<file path="src/rtl/npu_sram_pkg.sv">
// Shared definitions for the NPU operand-SRAM stream reader.
//   SRAM_ADDR_W / SRAM_DATA_W / SRAM_DEPTH : geometry of the 4096 x 16 SRAM
//   rd_state_t                             : reader control states
package npu_sram_pkg;

  localparam int unsigned SRAM_ADDR_W = 12;
  localparam int unsigned SRAM_DATA_W = 16;
  localparam int unsigned SRAM_DEPTH  = 4096;

  typedef enum logic [1:0] {
    IDLE  = 2'd0,
    RUN   = 2'd1,
    DRAIN = 2'd2,
    DONE  = 2'd3
  } rd_state_t;

endpackage

</file>
<file path="src/rtl/npu_sram_rd_fifo.sv">
// Synchronous show-ahead FIFO used as the stream output stage.
// The head entry is visible on data_o whenever empty_o is low.
//   clk_i, reset_i : clock, synchronous active-high reset
//   push_i, data_i : write request and data (ignored when full)
//   pop_i          : remove head entry (ignored when empty)
//   data_o         : head entry
//   count_o        : number of stored entries (0..DEPTH)
//   empty_o/full_o : occupancy flags
module npu_sram_rd_fifo #(
  parameter int unsigned DEPTH = 4,
  parameter int unsigned WIDTH = 16
) (
  input  logic                       clk_i,
  input  logic                       reset_i,
  input  logic                       push_i,
  input  logic [WIDTH-1:0]           data_i,
  input  logic                       pop_i,
  output logic [WIDTH-1:0]           data_o,
  output logic [$clog2(DEPTH):0]     count_o,
  output logic                       empty_o,
  output logic                       full_o
);

  localparam int unsigned PTR_W = $clog2(DEPTH);
  localparam int unsigned CNT_W = PTR_W + 1;

  logic [WIDTH-1:0] mem_q [DEPTH];
  logic [PTR_W-1:0] wr_ptr_q, wr_ptr_d;
  logic [PTR_W-1:0] rd_ptr_q, rd_ptr_d;
  logic [CNT_W-1:0] count_q, count_d;
  logic             do_push, do_pop;

  always_comb begin
    empty_o  = (count_q == '0);
    full_o   = (count_q == CNT_W'(DEPTH));
    do_push  = push_i && !full_o;
    do_pop   = pop_i && !empty_o;
    wr_ptr_d = do_push ? wr_ptr_q + PTR_W'(1) : wr_ptr_q;
    rd_ptr_d = do_pop  ? rd_ptr_q + PTR_W'(1) : rd_ptr_q;
    count_d  = count_q + CNT_W'(do_push) - CNT_W'(do_pop);
    data_o   = mem_q[rd_ptr_q];
    count_o  = count_q;
  end

  // Storage is cleared on reset so the head output reads zero after reset.
  always_ff @(posedge clk_i) begin
    if (reset_i) begin
      for (int unsigned i = 0; i < DEPTH; i++) begin
        mem_q[i] <= '0;
      end
      wr_ptr_q <= '0;
      rd_ptr_q <= '0;
      count_q  <= '0;
    end else begin
      if (do_push) begin
        mem_q[wr_ptr_q] <= data_i;
      end
      wr_ptr_q <= wr_ptr_d;
      rd_ptr_q <= rd_ptr_d;
      count_q  <= count_d;
    end
  end

endmodule

</file>
<file path="src/rtl/npu_sram_stream_reader.sv">
// Avalon-MM read master for port 2 of the NPU operand SRAM. A start command
// reads `length` words at base_addr, base_addr+stride, ... (modulo the SRAM
// size) and delivers them as a valid/ready stream through a small FIFO.
//   clk, reset              : clock, synchronous active-high reset
//   start/base_addr/stride/length : transfer command, sampled in IDLE
//   busy, done              : transfer in progress / one-cycle completion
//   sram_*                  : SRAM port 2 (read-only use)
//   out_data/out_valid/out_ready/out_last : output stream
// The SRAM returns data the cycle after chipselect; reads are only issued
// when the FIFO has room for every word already requested, so consumer
// backpressure can never overflow the FIFO.
module npu_sram_stream_reader
  import npu_sram_pkg::*;
#(
  parameter int unsigned ADDR_W     = SRAM_ADDR_W,
  parameter int unsigned DATA_W     = SRAM_DATA_W,
  parameter int unsigned LEN_W      = 13,
  parameter int unsigned FIFO_DEPTH = 4
) (
  input  logic              clk,
  input  logic              reset,
  input  logic              start,
  input  logic [ADDR_W-1:0] base_addr,
  input  logic [ADDR_W-1:0] stride,
  input  logic [LEN_W-1:0]  length,
  output logic              busy,
  output logic              done,
  output logic [ADDR_W-1:0] sram_address,
  output logic              sram_chipselect,
  output logic              sram_write,
  output logic [1:0]        sram_byteenable,
  output logic [DATA_W-1:0] sram_writedata,
  output logic              sram_clken,
  input  logic [DATA_W-1:0] sram_readdata,
  output logic [DATA_W-1:0] out_data,
  output logic              out_valid,
  input  logic              out_ready,
  output logic              out_last
);

  localparam int unsigned CNT_W = $clog2(FIFO_DEPTH) + 1;
  localparam logic [CNT_W:0] DEPTH_L = (CNT_W + 1)'(FIFO_DEPTH);

  rd_state_t         state_q, state_d;
  logic [ADDR_W-1:0] addr_q, addr_d;
  logic [ADDR_W-1:0] stride_q, stride_d;
  logic [LEN_W-1:0]  len_q, len_d;
  logic [LEN_W-1:0]  issued_q, issued_d;
  logic [LEN_W-1:0]  popped_q, popped_d;
  logic              inflight_q, inflight_d;

  logic              issue;
  logic              pop;
  logic [CNT_W:0]    fill;
  logic [CNT_W-1:0]  fifo_count;
  logic              fifo_empty;
  logic              fifo_full;

  npu_sram_rd_fifo #(
    .DEPTH (FIFO_DEPTH),
    .WIDTH (DATA_W)
  ) u_fifo (
    .clk_i   (clk),
    .reset_i (reset),
    .push_i  (inflight_q),
    .data_i  (sram_readdata),
    .pop_i   (pop),
    .data_o  (out_data),
    .count_o (fifo_count),
    .empty_o (fifo_empty),
    .full_o  (fifo_full)
  );

  always_comb begin
    // Words held plus the word on its way back from the SRAM.
    fill      = {1'b0, fifo_count} + (CNT_W + 1)'(inflight_q);
    issue     = (state_q == RUN) && (issued_q < len_q) &&
                (fill < DEPTH_L) && !fifo_full;
    out_valid = !fifo_empty;
    out_last  = out_valid && (popped_q == len_q - LEN_W'(1));
    pop       = out_valid && out_ready;
  end

  always_comb begin
    state_d    = state_q;
    addr_d     = addr_q;
    stride_d   = stride_q;
    len_d      = len_q;
    issued_d   = issued_q;
    popped_d   = pop ? popped_q + LEN_W'(1) : popped_q;
    inflight_d = issue;

    unique case (state_q)
      IDLE: begin
        if (start) begin
          addr_d   = base_addr;
          stride_d = stride;
          len_d    = length;
          issued_d = '0;
          popped_d = '0;
          state_d  = (length == '0) ? DONE : RUN;
        end
      end
      RUN: begin
        if (issue) begin
          addr_d   = addr_q + stride_q;
          issued_d = issued_q + LEN_W'(1);
        end
        if (issued_q == len_q) begin
          state_d = (pop && out_last) ? DONE : DRAIN;
        end
      end
      DRAIN: begin
        if (pop && out_last) begin
          state_d = DONE;
        end
      end
      DONE: begin
        state_d = IDLE;
      end
      default: begin
        state_d = IDLE;
      end
    endcase
  end

  always_ff @(posedge clk) begin
    if (reset) begin
      state_q    <= IDLE;
      addr_q     <= '0;
      stride_q   <= '0;
      len_q      <= '0;
      issued_q   <= '0;
      popped_q   <= '0;
      inflight_q <= 1'b0;
    end else begin
      state_q    <= state_d;
      addr_q     <= addr_d;
      stride_q   <= stride_d;
      len_q      <= len_d;
      issued_q   <= issued_d;
      popped_q   <= popped_d;
      inflight_q <= inflight_d;
    end
  end

  always_comb begin
    busy            = (state_q == RUN) || (state_q == DRAIN);
    done            = (state_q == DONE);
    sram_address    = addr_q;
    sram_chipselect = issue;
    sram_write      = 1'b0;
    sram_byteenable = 2'b11;
    sram_writedata  = '0;
    sram_clken      = 1'b1;
  end

endmodule

</file>
<file path="config.mk">
export PLATFORM = sky130hd
export DESIGN_NAME = npu_sram_stream_reader
export DESIGN_NICKNAME = d
export VERILOG_FILES = /design/src/rtl/npu_sram_pkg.sv /design/src/rtl/npu_sram_rd_fifo.sv /design/src/rtl/npu_sram_stream_reader.sv
export SDC_FILE = /design/constraint.sdc
export NUM_CORES = 1
export LEC_CHECK = 0
export BUFFER_PORTS_ARGS = -buffer_cell sky130_fd_sc_hd__buf_2
export CAP_MARGIN = 20
export CELL_PAD_IN_SITES_DETAIL_PLACEMENT = 2
export CELL_PAD_IN_SITES_GLOBAL_PLACEMENT = 2
export CORE_ASPECT_RATIO = 1.5
export CORE_UTILIZATION = 39
export CTS_CLUSTER_DIAMETER = 40
export DETAILED_ROUTE_END_ITERATION = 8
export PLACE_DENSITY = 0.93
export REMOVE_ABC_BUFFERS = 1
export SLEW_MARGIN = 40
export SYNTH_ARGS = -nofsm -noshare
export SYNTH_HDL_FRONTEND = slang
export SYNTH_SLANG_ARGS = --single-unit
</file>
<file path="constraint.sdc">
create_clock -name clk -period 8.4 [get_ports clk]
set_clock_uncertainty 0.05 [all_clocks]
set_input_delay 1.68 -clock clk [delete_from_list [all_inputs] [get_ports clk]]
set_output_delay 1.68 -clock clk [all_outputs]
set_load 0.01 [all_outputs]
</file>
After elaboration in Yosys (flattened, before gate mapping):

Memory sizes are Yosys's and may differ from the RTL's. A register that Yosys moved wholly into a read port is not among the register bits.
Index checks and enable logic that the tools add are counted.

* input bits: 57
* bits in registers: 73
* memory bits (writable): 64
* memories: 1
* logic and storage cells: 76

Memories
* u_fifo.mem_q: depth 4, bits a word 16, rd ports 1, clocked after memory_dff 1, write ports 4, line npu_sram_rd_fifo.sv:27 `logic [WIDTH-1:0] mem_q [DEPTH];`

* reduce and logical (&&, ||, !) cells: 19
* muxes and demuxes: 25
* eq/ne operators: 10
* order comparisons: 2
* add/subtract/negate cells: 9

Operators with widths (number)
* 13-bit two-way mux: 5
* 13-bit by 1-bit adder with 13-bit output, second input constant: 2
* 13-bit equality test: 2
* 13-bit case mux with 2 select lines: 1
* 12-bit two-way mux: 2
* 12-bit case mux with 2 select lines: 1
* 16-bit two-way mux: 1
* 16-bit OR reduction: 1
* 2-bit two-way mux: 7
* 13-bit zero test: 1
* 13-bit less-than comparator: 1
* 13-bit by 1-bit subtractor with 13-bit output, second input constant: 1
* 12-bit adder: 1
* 1-bit logical AND: 8
* 2-bit case mux with 4 select lines: 1
* 1-bit two-way mux: 7
* 2-bit inequality test, second input constant: 3
* 3-bit AND reduction: 2
* 2-bit by 1-bit adder with 2-bit output, second input constant: 2
* 3-bit by 1-bit adder with 4-bit output: 1
* 2-bit equality test, second input constant: 2
* 4-bit by 3-bit less-than comparator with 1-bit output, second input constant: 1
* 3-bit by 1-bit adder with 3-bit output: 1
* 3-bit equality test, second input constant: 1
* 9 further kinds: 10

Longest topological paths before layout:

* depth after elaboration: 8
* gate-level depth with buffers: 11

Hierarchy:

A second synthesis with hierarchy kept.

* cells, all modules: 740
* area, all modules: 7531.0 um^2

By module, submodules not included
* npu_sram_stream_reader: sequential area each 1321.3 um^2, area an instance 4269.1 um^2, times used 1, cells an instance 537
* npu_sram_rd_fifo: sequential area each 2102.0 um^2, area an instance 3261.9 um^2, times used 1, cells an instance 203

Least setup slack after synthesis:

Ideal clock, no wire load.

* path type: register to output
* start: register len_q[0]
* end: output port out_last
* arrival: 2.038 ns
* stages on the path, launching flop included: 8
* data required time: 6.670 ns
* path slack: 4.632 ns
* cell sequence: dfxtp_1 > inv_1 > ha_1 > nor2b_1 > and4_1 > nor4b_2 > a31oi_2 > nor4_1

* cells in the longest elaborated chain, start to end: 3

RTL lines
* from (decl): line npu_sram_stream_reader.sv:47 `logic [LEN_W-1:0] len_q, len_d;`
* from (signal assigned): line npu_sram_stream_reader.sv:140 `len_q <= len_d;`
* 13-bit by 1-bit subtractor with 13-bit output: line npu_sram_stream_reader.sv:80 `out_last = out_valid && (popped_q == len_q - LEN_W'(1));`
* 13-bit equality test: line npu_sram_stream_reader.sv:80
* 1-bit logical AND: line npu_sram_stream_reader.sv:80
* to (decl): line npu_sram_stream_reader.sv:38 `output logic out_last`

No other way between the ends.

Final worst setup path:

Same ends and word-level chain as after synthesis.

==> run metrics <==
ys async rst share 0%; critical path launch point len_q[0]$_SDFFE_PP0P_; Die H 171 microns; core area 0.0186 sq mm; CTS Hold Bufs 0; Starting Density 40.1%; synth warn 0; Critical Path Sink Type output port; Reg clk slew, reported paths 0.06 ns; Crit Path Class flop to output port; R2R setup slack 4.95 ns; fin util 46.5%; Tmin final 4.87 ns; via count 6026; # clock sinks 139; min-delay worst type flop to flop; root buf cell clkbuf_16; post-CTS setup buffers 0; count of cell types in the netlist 62; met3 WL 875 microns; clock latency at the later pin of the worst-skew pair 0.43 ns; period utilisation layout 58.0%; post-route cell area 0.00867 sq mm; DR pass1 iterations 4; # rows 61; drt total wl 24300 microns; maximum VDD drop 0.139 mV; P_leak 0.00355 uW; power per standard cell area 301 mW/mm^2; FILL cells 2028; Final Hold Vio Count 0; worst-path fanout max 7; Port Buffers 89; vias in the first global route 6843; Die ar. 0.0197 sq mm; Via density 5.41; largest net degree at the start of global routing 54; worst rel slew slack 49.1%; crit path cell chain inv_1, ha_1, nor2b_1, and4_1, nor4b_2, a31oi_2, nor4_1, buf_2; clock tree buffer depth 2; required time worst endpoint 6.67 ns; cts repair resizes 0; Final TNS setup 0 ns; routed len/inst 21.8 microns; Mapped Area 0.00747 sq mm; HPWL after detailed placement 16900 microns; Final GP Congestion 0.797; H-tree depth 4; DP Cell Count 1081; top-area cell type share of the netlist area 25.7%; count of final setup violators 0; GR Overflow Total 0; synthesis-stage register bit count 139; r2r endpoint issued_q[12]$_SDFFE_PP0P_; placed cell areas 0.00807 sq mm; reg2reg start state_q[1]$_SDFFE_PP0P_; top sig layer met4; most common cell in the netlist nand2_1; Tightest Pin Transition 0.762 ns; crit start category flop; Crit-path slowest cell nor4_1; DRC Markers 0; fin nets 943; top_reg_cell synth dfxtp_1; Final ANT Viol Nets 0; top-level I/O count 110; cells after synthesis 763; final slew viol count 0; register area share after synthesis 45.8%; Initial DRC Count 244; Die Width 115 microns; fmax 205 MHz; Syn Area/Cell 9.79 sq um; Met1 Wirelength 8810 microns; main area contributors after synthesis edfxtp_1 26%, dfxtp_1 20%, ha_1 5.9%; area grow syn2layout 16.0%; CTS tree done; WL met2 14000 microns; Synth top cells by count 100 x nand2_1, 79 x nor2_1, 75 x dfxtp_1; Hold Slack 0.413 ns; slowest cell delay on critical path 0.48 ns; # diodes 0; status finished clean; area leader, netlist edfxtp_1; antenna violations before repair 0; EDFF count, synth 64; global-route wire length before repair 37700 microns; CTS Buf Count 17; data arrival time of the worst path 3.14 ns; share of layout cells above drive strength 1 20.1%; Critical Path End out_last; gr usage total 26.0%; non-filler instance count after layout 1114; unrepaired setup endpoints after global routing false; FF-to-FF path depth 10; max-cap violations 0
per-layer routing:
layer,track usage [%],vias up
li1,-,2803
met1,25.1,2997
met2,52.0,177
met3,5.36,49
met4,11.1,0
met5,0,-
power breakdown:
part / internal [uW] / switching (uW)
logic: 372 / 584
clock network: 419 / 339
registers: 801 / 91.3
cells by family after synthesis:
| family | Yosys count | synth area share, % |
|---|---|---|
| and+or+nand+nor | 286 | 18.6 |
| buffers and inverters | 99 | 6.67 |
| muxes | 28 | 6.45 |
| other | 2 | 0.101 |
| xor gates and xnor gates | 39 | 4.57 |
| AOI/OAI and AO/OA | 133 | 11.3 |
| adders and majority gates | 37 | 6.40 |
| DFF | 139 | 45.8 |
flip-flops by register name, indices dropped and copies added, names as in the netlist, named ones only:
name and cells:
u_fifo.mem_q 64, issued_q 13, len_q 13, popped_q 13, sram_address 12, stride_q 12
u_fifo.count_o 3, state_q 2, u_fifo.rd_ptr_q 2, u_fifo.wr_ptr_q 2, inflight_q 1
cell type report:
| type | instances | area, sq um | area share, % |
|---|---|---|---|
| clock buffer | 17 | 425 | 4.91 |
| clock inverter | 15 | 154 | 1.78 |
| inverter | 47 | 176 | 2.04 |
| multi-input combinational | 543 | 3640 | 42.0 |
| sequential | 139 | 3420 | 39.5 |
| tap | 252 | 315 | 3.64 |
| timing repair buffer | 101 | 533 | 6.15 |
cells in the final DEF, fill, tap and decap left out, types with 18 or more instances in the layout:
cell type and instances:
nand2_1 100, o21ai_0 18, dfxtp_1 75, buf_2 89, nor2_1 79, edfxtp_1 64
and2_1 18, conb_1 20, xnor2_1 25, inv_1 46, ha_1 35, a21oi_1 51
critical path: cells and delay by family (launching register included):
family	cells	cell delay, ns
buffers and inverters	2	0.34
AOI/OAI and AO/OA	1	0.11
and+or+nand+nor	4	1.55
DFF	1	0.39
adders and majority gates	1	0.31
how the worst min path moves through the flow:
stage                        startpoint                       end  slack (ns)  cells after the start
2_1_floorplan  stride_q[0]$_SDFFE_PP0P_  stride_q[0]$_SDFFE_PP0P_        0.38                      2
3_3_place_gp   stride_q[0]$_SDFFE_PP0P_  stride_q[0]$_SDFFE_PP0P_        0.40                      2
3_5_place_dp   stride_q[6]$_SDFFE_PP0P_  stride_q[6]$_SDFFE_PP0P_        0.41                      2
4_1_cts        stride_q[6]$_SDFFE_PP0P_  stride_q[6]$_SDFFE_PP0P_        0.41                      2
5_1_grt        stride_q[3]$_SDFFE_PP0P_  stride_q[3]$_SDFFE_PP0P_        0.43                      2
6_report       stride_q[6]$_SDFFE_PP0P_  stride_q[6]$_SDFFE_PP0P_        0.41                      2
per-stage QoR:
stage / setup WS (ns) / power (uW)
after floorplan: 4.54 / 1500
after global placement: 4.17 / 1780
after detailed placement: 3.98 / 1840
after CTS: 3.46 / 2620
after global routing: 3.32 / 2740
final: 3.53 / 2610
No activity file was read; power rests on OpenSTA's default activity.
